**src/rtl/cipher_arbiter.sv**
```systemverilog
// Round-robin arbiter sharing one block-cipher core among NREQ requesters.
// Issues a start, watches the ready handshake with a watchdog and returns tagged results.
module cipher_arbiter #(
    parameter int unsigned NREQ = 4,
    parameter int unsigned IDW  = 2,
    parameter int unsigned DW   = 64,
    parameter int unsigned TMO  = 40
) (
    input  logic                 CK,
    input  logic                 RST,
    input  logic [NREQ-1:0]      req,
    input  logic [NREQ*DW-1:0]   din,
    output logic [NREQ-1:0]      gnt,
    output logic                 core_start,
    output logic [DW-1:0]        core_din,
    input  logic                 core_ready,
    input  logic [DW-1:0]        core_dout,
    output logic                 rsp_valid,
    output logic [IDW-1:0]       rsp_id,
    output logic [DW-1:0]        rsp_data,
    output logic                 err,
    output logic                 busy
);

    localparam int unsigned WW = $clog2(TMO + 1);
    localparam int          NR = int'(NREQ);

    typedef enum logic [1:0] {
        S_IDLE,
        S_ISSUE,
        S_BUSY,
        S_DELIVER
    } state_e;

    state_e            state_q;
    logic [IDW-1:0]    ptr_q;
    logic [IDW-1:0]    sel_q;
    logic [WW-1:0]     wdog_q;
    logic [NREQ-1:0]   gnt_q;
    logic              start_q;
    logic [DW-1:0]     din_q;
    logic              vld_q;
    logic [IDW-1:0]    id_q;
    logic [DW-1:0]     data_q;
    logic              err_q;
    logic              busy_q;

    logic [DW-1:0]     din_a [NREQ];
    logic [IDW-1:0]    pick_c;
    logic              any_c;
    logic              wdog_exp_c;

    for (genvar g = 0; g < NR; g++) begin : g_din
        assign din_a[g] = din[g*DW +: DW];
    end

    // First requester at or after ptr; descending scan lets the earliest hit win.
    always_comb begin
        pick_c = ptr_q;
        for (int k = NR - 1; k >= 0; k--) begin
            if (req[IDW'((int'(ptr_q) + k) % NR)]) begin
                pick_c = IDW'((int'(ptr_q) + k) % NR);
            end
        end
    end

    assign any_c      = |req;
    // Counter reaches zero on this edge.
    assign wdog_exp_c = (wdog_q <= WW'(1));

    always_ff @(posedge CK) begin
        if (RST) begin
            state_q <= S_IDLE;
            ptr_q   <= '0;
            sel_q   <= '0;
            wdog_q  <= '0;
            gnt_q   <= '0;
            start_q <= 1'b0;
            din_q   <= '0;
            vld_q   <= 1'b0;
            id_q    <= '0;
            data_q  <= '0;
            err_q   <= 1'b0;
            busy_q  <= 1'b0;
        end else begin
            vld_q <= 1'b0;
            err_q <= 1'b0;
            case (state_q)
                S_IDLE: begin
                    if (any_c) begin
                        sel_q   <= pick_c;
                        din_q   <= din_a[pick_c];
                        gnt_q   <= {{(NREQ-1){1'b0}}, 1'b1} << pick_c;
                        start_q <= 1'b1;
                        busy_q  <= 1'b1;
                        wdog_q  <= WW'(TMO);
                        state_q <= S_ISSUE;
                    end
                end
                S_ISSUE: begin
                    wdog_q <= wdog_q - 1'b1;
                    if (!core_ready) begin
                        start_q <= 1'b0;
                        state_q <= S_BUSY;
                    end else if (wdog_exp_c) begin
                        start_q <= 1'b0;
                        data_q  <= '0;
                        id_q    <= sel_q;
                        vld_q   <= 1'b1;
                        err_q   <= 1'b1;
                        state_q <= S_DELIVER;
                    end
                end
                S_BUSY: begin
                    wdog_q <= wdog_q - 1'b1;
                    // A result arriving on the expiry cycle takes priority over the timeout.
                    if (core_ready) begin
                        data_q  <= core_dout;
                        id_q    <= sel_q;
                        vld_q   <= 1'b1;
                        state_q <= S_DELIVER;
                    end else if (wdog_exp_c) begin
                        data_q  <= '0;
                        id_q    <= sel_q;
                        vld_q   <= 1'b1;
                        err_q   <= 1'b1;
                        state_q <= S_DELIVER;
                    end
                end
                S_DELIVER: begin
                    ptr_q   <= (sel_q == IDW'(NREQ - 1)) ? '0 : sel_q + 1'b1;
                    gnt_q   <= '0;
                    busy_q  <= 1'b0;
                    state_q <= S_IDLE;
                end
                default: state_q <= S_IDLE;
            endcase
        end
    end

    assign gnt        = gnt_q;
    assign core_start = start_q;
    assign core_din   = din_q;
    assign rsp_valid  = vld_q;
    assign rsp_id     = id_q;
    assign rsp_data   = data_q;
    assign err        = err_q;
    assign busy       = busy_q;

endmodule

```
**config.mk**
```make
export PLATFORM = sky130hd
export DESIGN_NAME = cipher_arbiter
export DESIGN_NICKNAME = d
export VERILOG_FILES = /design/src/rtl/cipher_arbiter.sv
export SDC_FILE = /design/constraint.sdc
export NUM_CORES = 1
export LEC_CHECK = 0
export ABC_AREA = 1
export BUFFER_PORTS_ARGS = -buffer_cell sky130_fd_sc_hd__buf_2
export CAP_MARGIN = 20
export CORE_AREA = 2 2 178 180
export CTS_CLUSTER_SIZE = 24
export DETAILED_ROUTE_END_ITERATION = 10
export DIE_AREA = 0 0 180 182
export MAX_ROUTING_LAYER = met4
export PLACE_DENSITY = 0.6
export SETUP_SLACK_MARGIN = 0.2
export SLEW_MARGIN = 20
export SYNTH_ARGS = -nofsm -noshare
export SYNTH_HDL_FRONTEND = slang
export SYNTH_SLANG_ARGS = --single-unit
```
**constraint.sdc**
```tcl
create_clock -name CK -period 2.9 [get_ports CK]
set_input_delay 0.145 -clock CK [delete_from_list [all_inputs] [get_ports CK]]
set_output_delay 0.145 -clock CK [all_outputs]
set_load 0.01 [all_outputs]
```
=== Word level (Yosys, flattened, before mapping) ===
Cells that the tools add are included.

* Equal/unequal tests: 7
* Multiply operators: 0
* Reduce and logical (&&, ||, !) cells: 12
* Divide/modulo/power cells: 0
* Shift-type cells: 1
* Add/sub/neg operators: 5
* Bitwise logic cells: 1
* Mux-type cells: 48
* $lt $le $gt $ge: 6

{| class="wikitable"
|+ Operators with widths
! operator !! number
|-
| $mux 64 || 5
|-
| $bmux 64 s2 || 1
|-
| $pmux 64 s2 || 1
|-
| $mux 2 || 12
|-
| $lt 2x4->1 const B || 4
|-
| $mux 1 || 15
|-
| $pmux 6 s2 || 1
|-
| $bmux 1 s2 || 4
|-
| $pmux 1 s2 || 4
|-
| $pmux 2 s4 || 1
|-
| $pmux 4 s2 || 1
|-
| $reduce_and 2->1 || 4
|-
| $reduce_bool 2->1 || 4
|-
| $eq 2x2->1 const B || 3
|-
| $le 6x1->1 const B || 1
|-
| $mux 6 || 1
|-
| $sub 6x1->6 const B || 1
|-
| $add 2x1->2 const B || 2
|-
| $add 2x2->2 const B || 2
|-
| $mux 4 || 1
|-
| $ne 2x2->1 const B || 2
|-
| $pmux 2 s2 || 1
|-
| $reduce_or 4->1 || 1
|-
| $shl 1x2->4 const A || 1
|-
| 7 further kinds || 7
|}

* Flip-flop bits (word level): 150
* Bits in writable memories: 0
* ROM bits: 0
* Input bits: 327
* Output and inout port bits: 138
* Latch bits: 0
* Logic and storage cells: 92
* Memories kept: 0

=== Depth between registers and ports, before layout ===
Gate-level depths: netlist of run 1.

* Depth after elaboration: 12
* Depth in mapped cells: 18
* Depth with buffers taken out: 15

=== Worst setup path before layout of run 1 ===
No wires, ideal clock.

* Kind: register -> register
* From: register state_q[1]
* To: register data_q[15], in the netlist rsp_data[15]
* Setup time: 70 ps
* Arrival time: 1843 ps
* Buffers on the path: 2
* Required time: 2830 ps
* Stages on the path, launching flop included: 13
* Setup slack: 987 ps
* Path through: dfxtp_1 inv_1 ha_1 nand2_1 inv_1 or2_2 nand2_1 nand2_1 nand2_1 buf_2 buf_2 nand2_1 a21oi_1

* Word-level cells in the longest chain between the ends: 3

{| class="wikitable"
|+ RTL lines
! what !! line !! source
|-
| start: declaration || 35 || <nowiki>state_e state_q;</nowiki>
|-
| start signal: assignment || 73 || <nowiki>state_q <= S_IDLE;</nowiki>
|-
| start signal: assignment || 97 || <nowiki>state_q <= S_ISSUE;</nowiki>
|-
| start signal: assignment || 104 || <nowiki>state_q <= S_BUSY;</nowiki>
|-
| $eq 2x1->1 / $eq 2x2->1 (equally long branches) || 88 || <nowiki>case (state_q)</nowiki>
|-
| $ne 2x2->1 (no source line) / $reduce_bool 2->1 (equally long branches) || -- ||
|-
| $reduce_and 2->1 (no source line) || -- ||
|-
| end signal: assignment || 118 || <nowiki>data_q <= core_dout;</nowiki>
|-
| end: declaration || 44 || <nowiki>logic [DW-1:0] data_q;</nowiki>
|}

Parallel ways exist; a longest one is shown, timed or not.
A chain may end at the register's enable or synchronous reset.

=== Worst setup path in the final report of run 1 ===
* From: register ptr_q[0]
* To: register din_q[63], in the netlist core_din[63]

* Word-level cells in the longest chain between the ends: 12

{| class="wikitable"
|+ RTL lines
! what !! line !! source
|-
| start: declaration || 36 || <nowiki>logic [IDW-1:0] ptr_q;</nowiki>
|-
| start signal: assignment || 131 || <nowiki>ptr_q <= (sel_q == IDW'(NREQ - 1)) ? '0 : sel_q + 1'b1;</nowiki>
|-
| $add 2x2->2 || 61, 62 ||
|-
| $bmux 1 s2 || 61 || <nowiki>if (req[IDW'((int'(ptr_q) + k) % NR)]) begin</nowiki>
|-
| $mux 1 (implied by the code) (2 in series) || 61 ||
|-
| $mux 2 (3 in series) || 61 ||
|-
| $mux 2 * || 61 ||
|-
| $not 2->3 (implied by the code) * || 92 || <nowiki>din_q <= din_a[pick_c];</nowiki>
|-
| $bmux 64 s2 * || 92 ||
|-
| $mux 64 (implied by the code) * (2 in series) || 92 ||
|-
| end signal: assignment || 92 ||
|-
| end: declaration || 41 || <nowiki>logic [DW-1:0] din_q;</nowiki>
|}

Mark *: on every way between the ends. The rest lies on a longest branch, timed or not. The select of a mux whose other input is x is not followed.

==> flow_summary_export.csv, run 1 <==
group,metric,value,unit
outcome,status,"finished clean",
run,cap_violations,0,
place,dp_slack,380,ps
die,die-area,32800,sq um
detailed_routing,met2WireLength,16800,microns
cts,htree_levels,4,
power,clockPowerShare,24.3,%
sta,finalCriticalPeriod,2420,ps
sta,final.setup.tns,0,ps
global_route,grt_pass1_vias,10500,
detailed_routing,ant_nets,0,
die,fp.coreArea,31000,sq um
sta,period_share,83.5,%
final_layout,fin_nets,2282,
synth,synth_mux_area_share,0,%
die,die_h,182,microns
power,worst_ir_drop_vdd,0.593,mV
worst_setup_path,cp_slowest_cell,"dfxtp_1",
power,power_density,694,nW/um^2
worst_setup_path,max_stage_delay,560,ps
worst_setup_path,critPathRequiredTime,3230,ps
detailed_routing,top_layer,"met4",
cts,cts.sinks,150,
synth,synthAdderAreaFrac,1.11,%
place,gp_congestion,0.934,
sta,layout_setup_ws,479,ps
worst_setup_path,arrival,2750,ps
power,p_seq_share,30.9,%
worst_setup_path,cp-end-kind,"register",
worst_setup_path,crit_buf_inv,4,
synth,yosys_warnings,0,
synth,postSynthRegisterBits,150,
die,std_cell_rows,65,
final_layout,drive_gt1_share,27.3,%
global_route,overflow,0,
synth,synth-async-reset-ratio,0,%
cts,clock_path_buffers,2,
final_layout,nFillCells,3343,
cts,cts_tree,"yes",
final_layout,final_util,41.3,%
worst_setup_path,crit_family,"simple AND/OR/NAND/NOR gates",
synth,avgSynthCellArea,6.07,sq um
sta,setup_viol,0,
power,p_leak,7.30,nW
cts,cts.reportedPaths.clkPinSlew,70,ps
detailed_routing,route.met3.wl,2340,microns
detailed_routing,drc_errors,0,
detailed_routing,vias,11000,
synth,ys_seq_area_share,33.4,%
place,hpwlAfterDp,25200,microns
global_route,grtUsageTotal,21.6,%
place,dpl_cell_area,11600,sq um
worst_setup_path,critPathKind,"reg -> reg",
synth,syn-cell-area,8980,sq um
global_route,grt_pass1_wl,55200,microns
power,p_total,0.00887,W
detailed_routing,wl_per_cell,14.9,microns
synth,synth_simple_gate_area_share,42.0,%
global_route,grt_max_degree,104,
place,port_buffers,464,
synth,synth_top_family_by_area,"simple AND/OR/NAND/NOR gates",
final_layout,design_area,12800,sq um
synth,synth_compound_area_share,6.01,%
die,start_util,29.0,%
sta,max-slew-margin-rel,46.6,%
power,p_sw,0.00375,W
worst_setup_path,crit_path_start_kind,"register",
synth,synth_cell_types,35,
detailed_routing,wl,35400,microns
cts,clock_latency,430,ps
detailed_routing,drt_iter0_markers,660,
power,combPwrFrac,44.8,%
sta,worst_pin_slew,800,ps
detailed_routing,m1WireLength,15000,microns
detailed_routing,drtPass1Iterations,5,
sta,hold_viol,0,
hold_path,hp-class,"in -> reg",
synth,synth_ff_type,"dfxtp_1",
synth,synth_edf_count,0,
global_route,antenna_found_initial,11,
detailed_routing,vias_per_cell,4.62,
sta,max_freq,413,MHz
power,internal_power,0.00512,W
worst_setup_path,crit_chain,"inv_4, nand2_1, nand3_1, nand2_1, inv_1, nand2_1, nand2_2, nand2_1, nand2_4, nand2_4, buf_12, nand2_1, nand3_1, nand3_1, nand2_1, inv_1",
sta,finalMaxSlewViolations,0,
cts,cts-root-buf,"clkbuf_16",
synth,synth_cells,1478,
die,die_w,180,microns
synth,synth_nets,1813,
worst_setup_path,cpMostUsedCell,"nand2_1",
power,swShare,42.3,%
synth,synth-xor-area-share,0.195,%
sta,skew,10.2,ps
worst_setup_path,crit_fanout,63,
sta,grt_setup_unrepaired,"false",
die,pin_count,465,
final_layout,syn2layout_area_growth,42.4,%
cts,numCtsBuffers,17,
==> synth_stat cells, types with 3 or more instances <==
cell | instances | area [sq um]
buf_4 | 11 | 82.6
clkbuf_1 | 31 | 116
buf_1 | 8 | 30.0
inv_2 | 5 | 18.8
dfxtp_1 | 150 | 3000
o21ai_0 | 10 | 50.1
nor2_1 | 109 | 409
a21oi_1 | 78 | 390
nand3_1 | 261 | 1310
buf_2 | 44 | 220
nand2_2 | 4 | 25.0
nand2_1 | 387 | 1450
nand3b_1 | 65 | 488
ha_1 | 8 | 100
inv_1 | 278 | 1040
buf_6 | 3 | 33.8
nand4_1 | 4 | 25.0
==> per-layer routing <==
layer	vias up	track usage [%]
li1	5487	-
met1	5008	25.5
met2	384	35.2
met3	84	4.85
met4	0	9.89
met5	-	-
==> final timing paths <==
check | from | endpoint | slack (ps) | cells after the start
max | ptr_q[0] | core_din[63] | 480 | 16
max reg2reg | ptr_q[0] | core_din[63] | 480 | 16
min | core_dout[44] | rsp_data[44] | 40 | 3
min reg2reg | rsp_id[1] | rsp_id[1] | 450 | 2
==> power groups by stage <==
stage / sequential (W) / clock [W] / combinational (W)
floorplan: 0.00293 / 0 / 0.00245
global placement: 0.00277 / 0 / 0.00389
detailed placement: 0.00278 / 0 / 0.00393
CTS: 0.00274 / 0.00223 / 0.00401
global route: 0.00279 / 0.00230 / 0.00449
finish: 0.00274 / 0.00215 / 0.00398
==> cells by family after synthesis <==
kind of cell / Yosys count
XOR/XNOR: 2
buffers and inverters: 381
AO/OA/AOI/OAI: 100
adder cells (fa/ha/maj): 8
AND/OR/NAND/NOR: 837
flip-flops: 150
==> state kept, by name, indices dropped and copies added (netlist names), 2 cells and up <==
signal and count:
state_q 2, wdog_q 6, rsp_data 64, gnt 4, sel_q 2, core_din 64
rsp_id 2, ptr_q 2
==> cell usage in the layout, fill, tap and decap left out, drive strengths merged, types with 2 or more instances in the layout <==
| cell | synthesis | routed |
|---|---|---|
| a21oi | 79 | 79 |
| a22oi | 2 | 2 |
| buf | 66 | 484 |
| clkbuf | 31 | 18 |
| clkinv | 0 | 8 |
| clkinvlp | 0 | 2 |
| dfxtp | 150 | 150 |
| diode | 0 | 12 |
| dlygate4sd3 | 0 | 63 |
| ha | 8 | 8 |
| inv | 284 | 288 |
| nand2 | 392 | 392 |
| nand3 | 263 | 263 |
| nand3b | 65 | 65 |
| nand4 | 4 | 4 |
| nor2 | 111 | 111 |
| o21a | 2 | 2 |
| o21ai | 10 | 10 |
| o22ai | 2 | 2 |
==> worst reg2reg max path, stage by stage, from the launching register on <==
cell	delay, ps
dfxtp_1	560
inv_4	100
nand2_1	110
nand3_1	110
nand2_1	80
inv_1	40
nand2_1	60
nand2_2	70
nand2_1	110
nand2_4	150
nand2_4	140
buf_12	270
nand2_1	100
nand3_1	180
nand3_1	110
nand2_1	80
inv_1	30
==> final cells by class <==
type / instances / area, sq um / area share [%]
antenna: 12 / 30.0 / 0.235
clock buffer: 18 / 439 / 3.43
clock inverter: 14 / 115 / 0.900
inverter: 284 / 1070 / 8.39
multi-input combinational: 947 / 4440 / 34.7
sequential: 150 / 3000 / 23.5
tap: 402 / 503 / 3.93
timing repair buffer: 547 / 3180 / 24.9
==> repair_timing <==
action,4_1_cts,5_1_grt
resized for setup,0,2
hold buffers,63,0
setup endpoints to repair,0,49
endpoints found under the hold margin,63,0
setup buffers,0,0
==> through the flow <==
| step | hold slack (ps) | instances |
|---|---|---|
| floorplan | 256 | 1478 |
| global placement | 397 | 2267 |
| detailed placement | 390 | 2267 |
| CTS | 2.71 | 2362 |
| global route | 25.1 | 2373 |
| finish | 36.3 | 2374 |
No activity file was read; power rests on OpenSTA's default activity.
==> run 2: changes to the inputs <==
--- a/config.mk
+++ b/config.mk
@@ -8,12 +8,12 @@
 export ABC_AREA = 1
 export BUFFER_PORTS_ARGS = -buffer_cell sky130_fd_sc_hd__buf_2
 export CAP_MARGIN = 20
-export CORE_AREA = 2 2 178 180
+export CORE_AREA = 2 2 183 185
 export CTS_CLUSTER_SIZE = 24
 export DETAILED_ROUTE_END_ITERATION = 10
-export DIE_AREA = 0 0 180 182
+export DIE_AREA = 0 0 185 187
 export MAX_ROUTING_LAYER = met4
-export PLACE_DENSITY = 0.6
+export PLACE_DENSITY = 0.59
 export SETUP_SLACK_MARGIN = 0.2
 export SLEW_MARGIN = 20
 export SYNTH_ARGS = -nofsm -noshare
==> constraint.sdc (replaced) <==
create_clock -name CK -period 2.1 [get_ports CK]
set_input_delay 0.105 -clock CK [delete_from_list [all_inputs] [get_ports CK]]
set_output_delay 0.105 -clock CK [all_outputs]
set_load 0.01 [all_outputs]
==> run 2 against run 1 <==
Compared with the run above: core utilization grew 5.3 points; critical path type unchanged; register-to-register slack lost 380 ps; first-iteration DRC count grew 11%; die area grew 5.6%; sequential share of layout area shrank 3.8 points; clock power grew 41%; highest routed layer unchanged; worst setup slack lost 380 ps; critical endpoint is now core_din[5].
==> flow_summary_export.csv, run 2 (synthesis gave the netlist of run 1 again) <==
group,metric,value,unit
outcome,status,"finished clean",
worst_setup_path,crit_path_start_kind,"register",
sta,worst_pin_slew,864,ps
final_layout,final-seq-area,3020,sq um
die,pin_count,465,
worst_setup_path,critPathRequiredTime,2420,ps
run,cap_violations,0,
power,p_total,0.0149,W
worst_setup_path,reg2regPathDepth,17,
worst_setup_path,crit_chain,"inv_8, nand2_2, nand2_2, nand2_1, nand2_2, nand2_2, nand2_4, nand2_4, nand2_8, nand2_8, buf_12, clkbuf_16, nand2_2, nand3_2, nand3_2, nand2_1, inv_1",
global_route,grt_pass1_vias,10800,
hold_path,min-delay-start,"din[255]",
detailed_routing,wl_per_cell,16.6,microns
worst_setup_path,crit_buf_inv,4,
cts,cts-root-buf,"clkbuf_16",
worst_setup_path,r2r-end,"core_din[5]",
worst_setup_path,critPathKind,"reg -> reg",
sta,max-slew-margin-rel,42.4,%
cts,clock_path_buffers,2,
detailed_routing,wl,41600,microns
hold_path,hp-class,"in -> reg",
worst_setup_path,cpMostUsedCell,"nand2_2",
die,fp.coreArea,32900,sq um
cts,cts_tree,"yes",
power,internal_power,0.00861,W
final_layout,syn2layout_area_growth,70.5,%
sta,timing.hold.ws,65.5,ps
die,die_h,187,microns
final_layout,nFillCells,3393,
sta,max_freq,500,MHz
power,clockPowerShare,20.3,%
power,combPwrFrac,54.1,%
cts,cts.reportedPaths.clkPinSlew,70,ps
worst_setup_path,cp_slowest_cell,"dfxtp_4",
sta,finalCriticalPeriod,2000,ps
sta,finalMaxSlewViolations,0,
worst_setup_path,max_stage_delay,420,ps
place,gp_congestion,0.901,
die,die-area,34600,sq um
power,swShare,42.2,%
sta,period_share,95.2,%
worst_setup_path,reg2reg_slack,100,ps
final_layout,fin_nets,2373,
worst_setup_path,path_depth,17,
worst_setup_path,crit_family,"simple AND/OR/NAND/NOR gates",
detailed_routing,drtPass1Iterations,5,
worst_setup_path,arrival,2320,ps
power,p_leak,8.47,nW
place,port_buffers,464,
global_route,overflow,0,
power,power_density,974,nW/um^2
final_layout,drive_gt1_share,40.5,%
worst_setup_path,cp-end-kind,"register",
detailed_routing,drc_errors,0,
worst_setup_path,rr_startpoint,"ptr_q[0]",
final_layout,final_cell_mix,"buf_2, nand2_1, inv_1",
global_route,antenna_found_initial,5,
final_layout,multiInputGateArea,5450,sq um
detailed_routing,vias,11800,
global_route,grtUsageTotal,21.3,%
die,die_w,185,microns
detailed_routing,ant_nets,0,
detailed_routing,vias_per_cell,4.71,
cts,numCtsBuffers,17,
final_layout,layout_commonest_cell,"buf_2",
cts,htree_levels,4,
die,start_util,27.3,%
sta,hold_viol,0,
sta,setup_viol,0,
worst_setup_path,crit_end,"core_din[5]",
cts,clock_latency,430,ps
sta,skew,14.4,ps
die,std_cell_rows,67,
sta,grt_setup_unrepaired,"true",
global_route,grt_pass1_wl,56800,microns
power,worst_ir_drop_vdd,0.573,mV
worst_setup_path,crit_fanout,8,
global_route,grt_max_degree,80,
cts,cts.sinks,150,
power,p_seq_share,25.6,%
detailed_routing,drt_iter0_markers,733,
worst_setup_path,cp-startpoint,"ptr_q[0]",
power,p_sw,0.00630,W
place,hpwlAfterDp,26900,microns
[run 2: power by group through the flow]
stage	Clock, W	Sequential (W)	Combinational [W]
2_1_floorplan	0	0.00405	0.00338
3_3_place_gp	0	0.00384	0.00604
3_5_place_dp	0	0.00385	0.00608
4_1_cts	0.00311	0.00379	0.00633
5_1_grt	0.00323	0.00388	0.00877
6_report	0.00303	0.00382	0.00806
[run 2: cell type report]
class	instances	share of cell area, %
Antenna cell	8	0.131
Clock buffer	19	2.96
Inverter	284	7.09
Timing Repair Buffer	638	30.1
Sequential cell	150	19.7
Tap cell	448	3.66
Multi-Input combinational cell	947	35.6
Clock inverter	13	0.719
[run 2: tightest hold or removal path: cells and delay by family]
family                 cells  cell delay, ps
buffers and inverters      3             150
AND/OR/NAND/NOR            4             220
[run 2: worst min-delay path by stage]
stage	to	slack, ps	cells after the start
2_1_floorplan	err	220	1
3_3_place_gp	err	360	2
3_5_place_dp	err	350	2
4_1_cts	core_din[63]	40	7
5_1_grt	core_din[28]	80	7
6_report	core_din[63]	70	7
[run 2: through the flow]
step	utilization, %	setup slack (ps)	instance area, sq um	TNS (ps)	instances
2_1_floorplan	-	187	8980	0	1478
3_3_place_gp	37.2	49.8	12200	0	2363
3_5_place_dp	37.2	28.2	12200	0	2363
4_1_cts	41.3	152	13600	0	2466
5_1_grt	46.6	-49.4	15300	-170	2504
6_report	46.6	101	15300	0	2507
[run 2: layer usage]
layer | global-route usage [%] | vias to the layer above | part of all wire, %
met5 | - | - | 0
met4 | 8.12 | 0 | 3.7
met3 | 3.45 | 108 | 6.5
met2 | 35.6 | 468 | 48
met1 | 25.7 | 5548 | 41
li1 | - | 5693 | -
[run 2: what timing repair did]
action	4_1_cts	5_1_grt
pin swaps	1	93
resized for setup	12	276
hold endpoints to repair	65	0
gates cloned	1	24
hold buffers	65	0
endpoints found under the setup margin	128	134
setup buffers	5	9
==> run 3: changes to the inputs <==
--- a/config.mk
+++ b/config.mk
@@ -5,15 +5,14 @@
 export SDC_FILE = /design/constraint.sdc
 export NUM_CORES = 1
 export LEC_CHECK = 0
-export ABC_AREA = 1
 export BUFFER_PORTS_ARGS = -buffer_cell sky130_fd_sc_hd__buf_2
 export CAP_MARGIN = 20
-export CORE_AREA = 2 2 183 185
+export CORE_AREA = 2 2 181 183
 export CTS_CLUSTER_SIZE = 24
 export DETAILED_ROUTE_END_ITERATION = 10
-export DIE_AREA = 0 0 185 187
+export DIE_AREA = 0 0 183 185
 export MAX_ROUTING_LAYER = met4
-export PLACE_DENSITY = 0.59
+export PLACE_DENSITY = 0.54
 export SETUP_SLACK_MARGIN = 0.2
 export SLEW_MARGIN = 20
 export SYNTH_ARGS = -nofsm -noshare
==> run 3 against run 2 <==
Compared with the run above: non-clock buffer count rose by 90; die area is 2.1% lower; clock-buffer cell count is the same; sequential power fell by 14%; final cell count down 30%; maximum frequency rose by 7.2%; critical path type unchanged; cell area down 14%; highest routed layer unchanged; hold slack lost 48 ps.
==> flow_summary_export.csv, run 3 <==
group,metric,value,unit
outcome,status,"finished clean",
power,power_density,688,nW/um^2
synth,synth_cells,633,
power,p_seq_share,36.2,%
hold_path,hp-class,"in -> reg",
final_layout,multiInputGateArea,3910,sq um
sta,grt_setup_unrepaired,"true",
sta,max_freq,537,MHz
worst_setup_path,reg2regPathDepth,7,
cts,htree_levels,4,
synth,syn-cell-area,7220,sq um
global_route,grt_max_degree,65,
detailed_routing,vias,7818,
synth,postSynthRegisterBits,150,
global_route,grt_pass1_wl,42500,microns
detailed_routing,wl_per_cell,17.4,microns
worst_setup_path,critPathRequiredTime,2400,ps
die,std_cell_rows,66,
detailed_routing,ant_nets,0,
global_route,grt_pass1_vias,7870,
synth,synth_edf_count,0,
power,combPwrFrac,28.3,%
synth,synth_cell_types,45,
place,port_buffers,464,
synth,yosysTopAreaCell,"dfxtp_1",
cts,numCtsBuffers,17,
synth,synth_ff_type,"dfxtp_1",
synth,synth_common_cells,"dfxtp_1, mux2i_1, nand2_1",
final_layout,fin_nets,1665,
worst_setup_path,critPathKind,"reg -> reg",
sta,skew,14.9,ps
synth,synth_top_area_share,41.6,%
die,fp.coreArea,32000,sq um
power,swShare,30.4,%
detailed_routing,drt_iter0_markers,246,
power,p_leak,6.03,nW
sta,hold_viol,0,
global_route,antenna_found_initial,4,
detailed_routing,wl,30500,microns
sta,final.setup.tns,0,ps
power,p_sw,0.00276,W
global_route,overflow,0,
worst_setup_path,cp-end-kind,"register",
synth,yosys_warnings,0,
sta,worst_pin_slew,597,ps
global_route,gr-max-usage-layer,"met2",
die,pin_count,465,
worst_setup_path,arrival,2170,ps
run,cap_violations,0,
detailed_routing,drtPass1Iterations,4,
hold_path,worstHoldPathCells,3,
final_layout,nFillCells,3038,
worst_setup_path,r2r-end,"core_din[22]",
cts,cts-root-buf,"clkbuf_16",
place,hpwlAfterDp,20100,microns
detailed_routing,vias_per_cell,4.45,
global_route,grtUsageTotal,16.7,%
synth,yosysMostFrequentCell,"dfxtp_1",
worst_setup_path,crit_fanout,18,
global_route,grt.met1_usage,18.3,%
worst_setup_path,crit_path_start_kind,"register",
worst_setup_path,rr_startpoint,"ptr_q[0]",
synth,synth-async-reset-ratio,0,%
die,start_util,22.5,%
sta,setup_viol,0,
global_route,met2_usage,29.2,%
power,worst_ir_drop_vdd,0.507,mV
worst_setup_path,reg2reg_slack,240,ps
final_layout,drive_gt1_share,47.5,%
cts,cts.sinks,150,
cts,clock_path_buffers,2,
sta,period_share,88.8,%
power,p_total,0.00908,W
die,die-area,33900,sq um
synth,synth.top_cells.by_area,"dfxtp_1, mux2i_1, o221ai_2, a22o_1, buf_6",
sta,max-slew-margin-rel,59.8,%
final_layout,final_cell_mix,"buf_2, dlygate4sd3_1, dfxtp_1",
final_layout,final_util,41.2,%
hold_path,holdPathEnd,"core_din[60]",
sta,finalCriticalPeriod,1860,ps
hold_path,min-delay-start,"din[188]",
synth,ys_seq_area_share,41.6,%
final_layout,layout_commonest_cell,"buf_2",
power,clockPowerShare,35.6,%
synth,avgSynthCellArea,11.4,sq um
global_route,gr-usage-met3,4.29,%
cts,cts.reportedPaths.clkPinSlew,70,ps
cts,clock_latency,430,ps
detailed_routing,drc_errors,0,
synth,synth_nets,968,
die,die_h,185,microns
die,die_w,183,microns
sta,finalMaxSlewViolations,0,
final_layout,final-seq-area,3010,sq um
cts,cts_tree,"yes",
place,gp_congestion,0.787,
final_layout,syn2layout_area_growth,82.6,%
power,internal_power,0.00631,W
[run 3: what timing repair did]
| item | 4_1_cts | 5_1_grt |
|---|---|---|
| pin swaps | 0 | 5 |
| endpoints found under the hold margin | 121 | 3 |
| buffers inserted | 1 | 7 |
| endpoints found under the setup margin | 104 | 102 |
| cloned | 2 | 4 |
| hold buffers | 213 | 5 |
| gates resized for setup | 11 | 22 |
[run 3: metal layers]
layer | vias to the layer above | routed length [microns] | part of all wire [%]
li1 | 3821 | - | -
met4 | 0 | 776 | 2.5
met5 | - | 0 | 0
met1 | 3621 | 12200 | 40
met3 | 35 | 2000 | 6.6
met2 | 341 | 15400 | 51
[run 3: cells by family (layout without fill, tap and decap cells)]
kind of cell	count (synthesis)	count (layout)	synth area share, %
XOR/XNOR	4	4	0.485
buffers and inverters	58	768	6.27
adder cells (fa/ha/maj)	8	8	1.39
flip-flops	150	150	41.6
AO/OA/AOI/OAI	159	159	24.0
multiplexers	134	134	18.7
AND/OR/NAND/NOR	120	120	7.53
other	0	4	0
[run 3: worst max path at each step]
stage          startpoint           end  slack [ps]  depth (start not counted)
2_1_floorplan   wdog_q[0]   rsp_data[0]         320                          8
3_3_place_gp     ptr_q[1]   core_din[2]         180                          5
3_5_place_dp     ptr_q[1]   core_din[2]         130                          5
4_1_cts          ptr_q[0]  core_din[46]         170                          6
5_1_grt          ptr_q[0]  core_din[22]         170                          7
6_report         ptr_q[0]  core_din[22]         240                          7
[run 3: metrics by stage]
step / hold WS [ps] / area [sq um] / cells / setup WS [ps]
after floorplan: 217 / 7230 / 633 / 324
after global placement: 314 / 10000 / 1487 / 178
after detailed placement: 317 / 10000 / 1487 / 131
after CTS: 0.0575 / 12900 / 1735 / 171
after global routing: 1.52 / 13200 / 1755 / 171
final: 17.4 / 13200 / 1755 / 236
[run 3: worst max-delay path: stages, from the launching register on]
cell,delay [ps]
dfxtp_1,370
nor2b_1,80
o21ai_1,160
o311a_4,300
buf_4,170
clkbuf_16,210
mux2i_1,310
o221ai_2,120
[run 3: power by group through the flow]
stage | clock (W) | combinational [W] | sequential, W
floorplan | 0 | 0.00115 | 0.00341
global placement | 0 | 0.00204 | 0.00332
detailed placement | 0 | 0.00205 | 0.00332
CTS | 0.00334 | 0.00243 | 0.00327
global route | 0.00346 | 0.00276 | 0.00331
finish | 0.00323 | 0.00257 | 0.00328
[run 3: area by class of cell]
| type | count | area share (%) |
|---|---|---|
| well taps | 408 | 3.87 |
| clock buffers | 19 | 3.43 |
| repair buffers | 728 | 38.7 |
| diodes | 4 | 0.0759 |
| inverters | 8 | 0.228 |
| multi-input cells | 425 | 29.6 |
| clock inverters | 13 | 1.22 |
| flip-flops and latches | 150 | 22.8 |
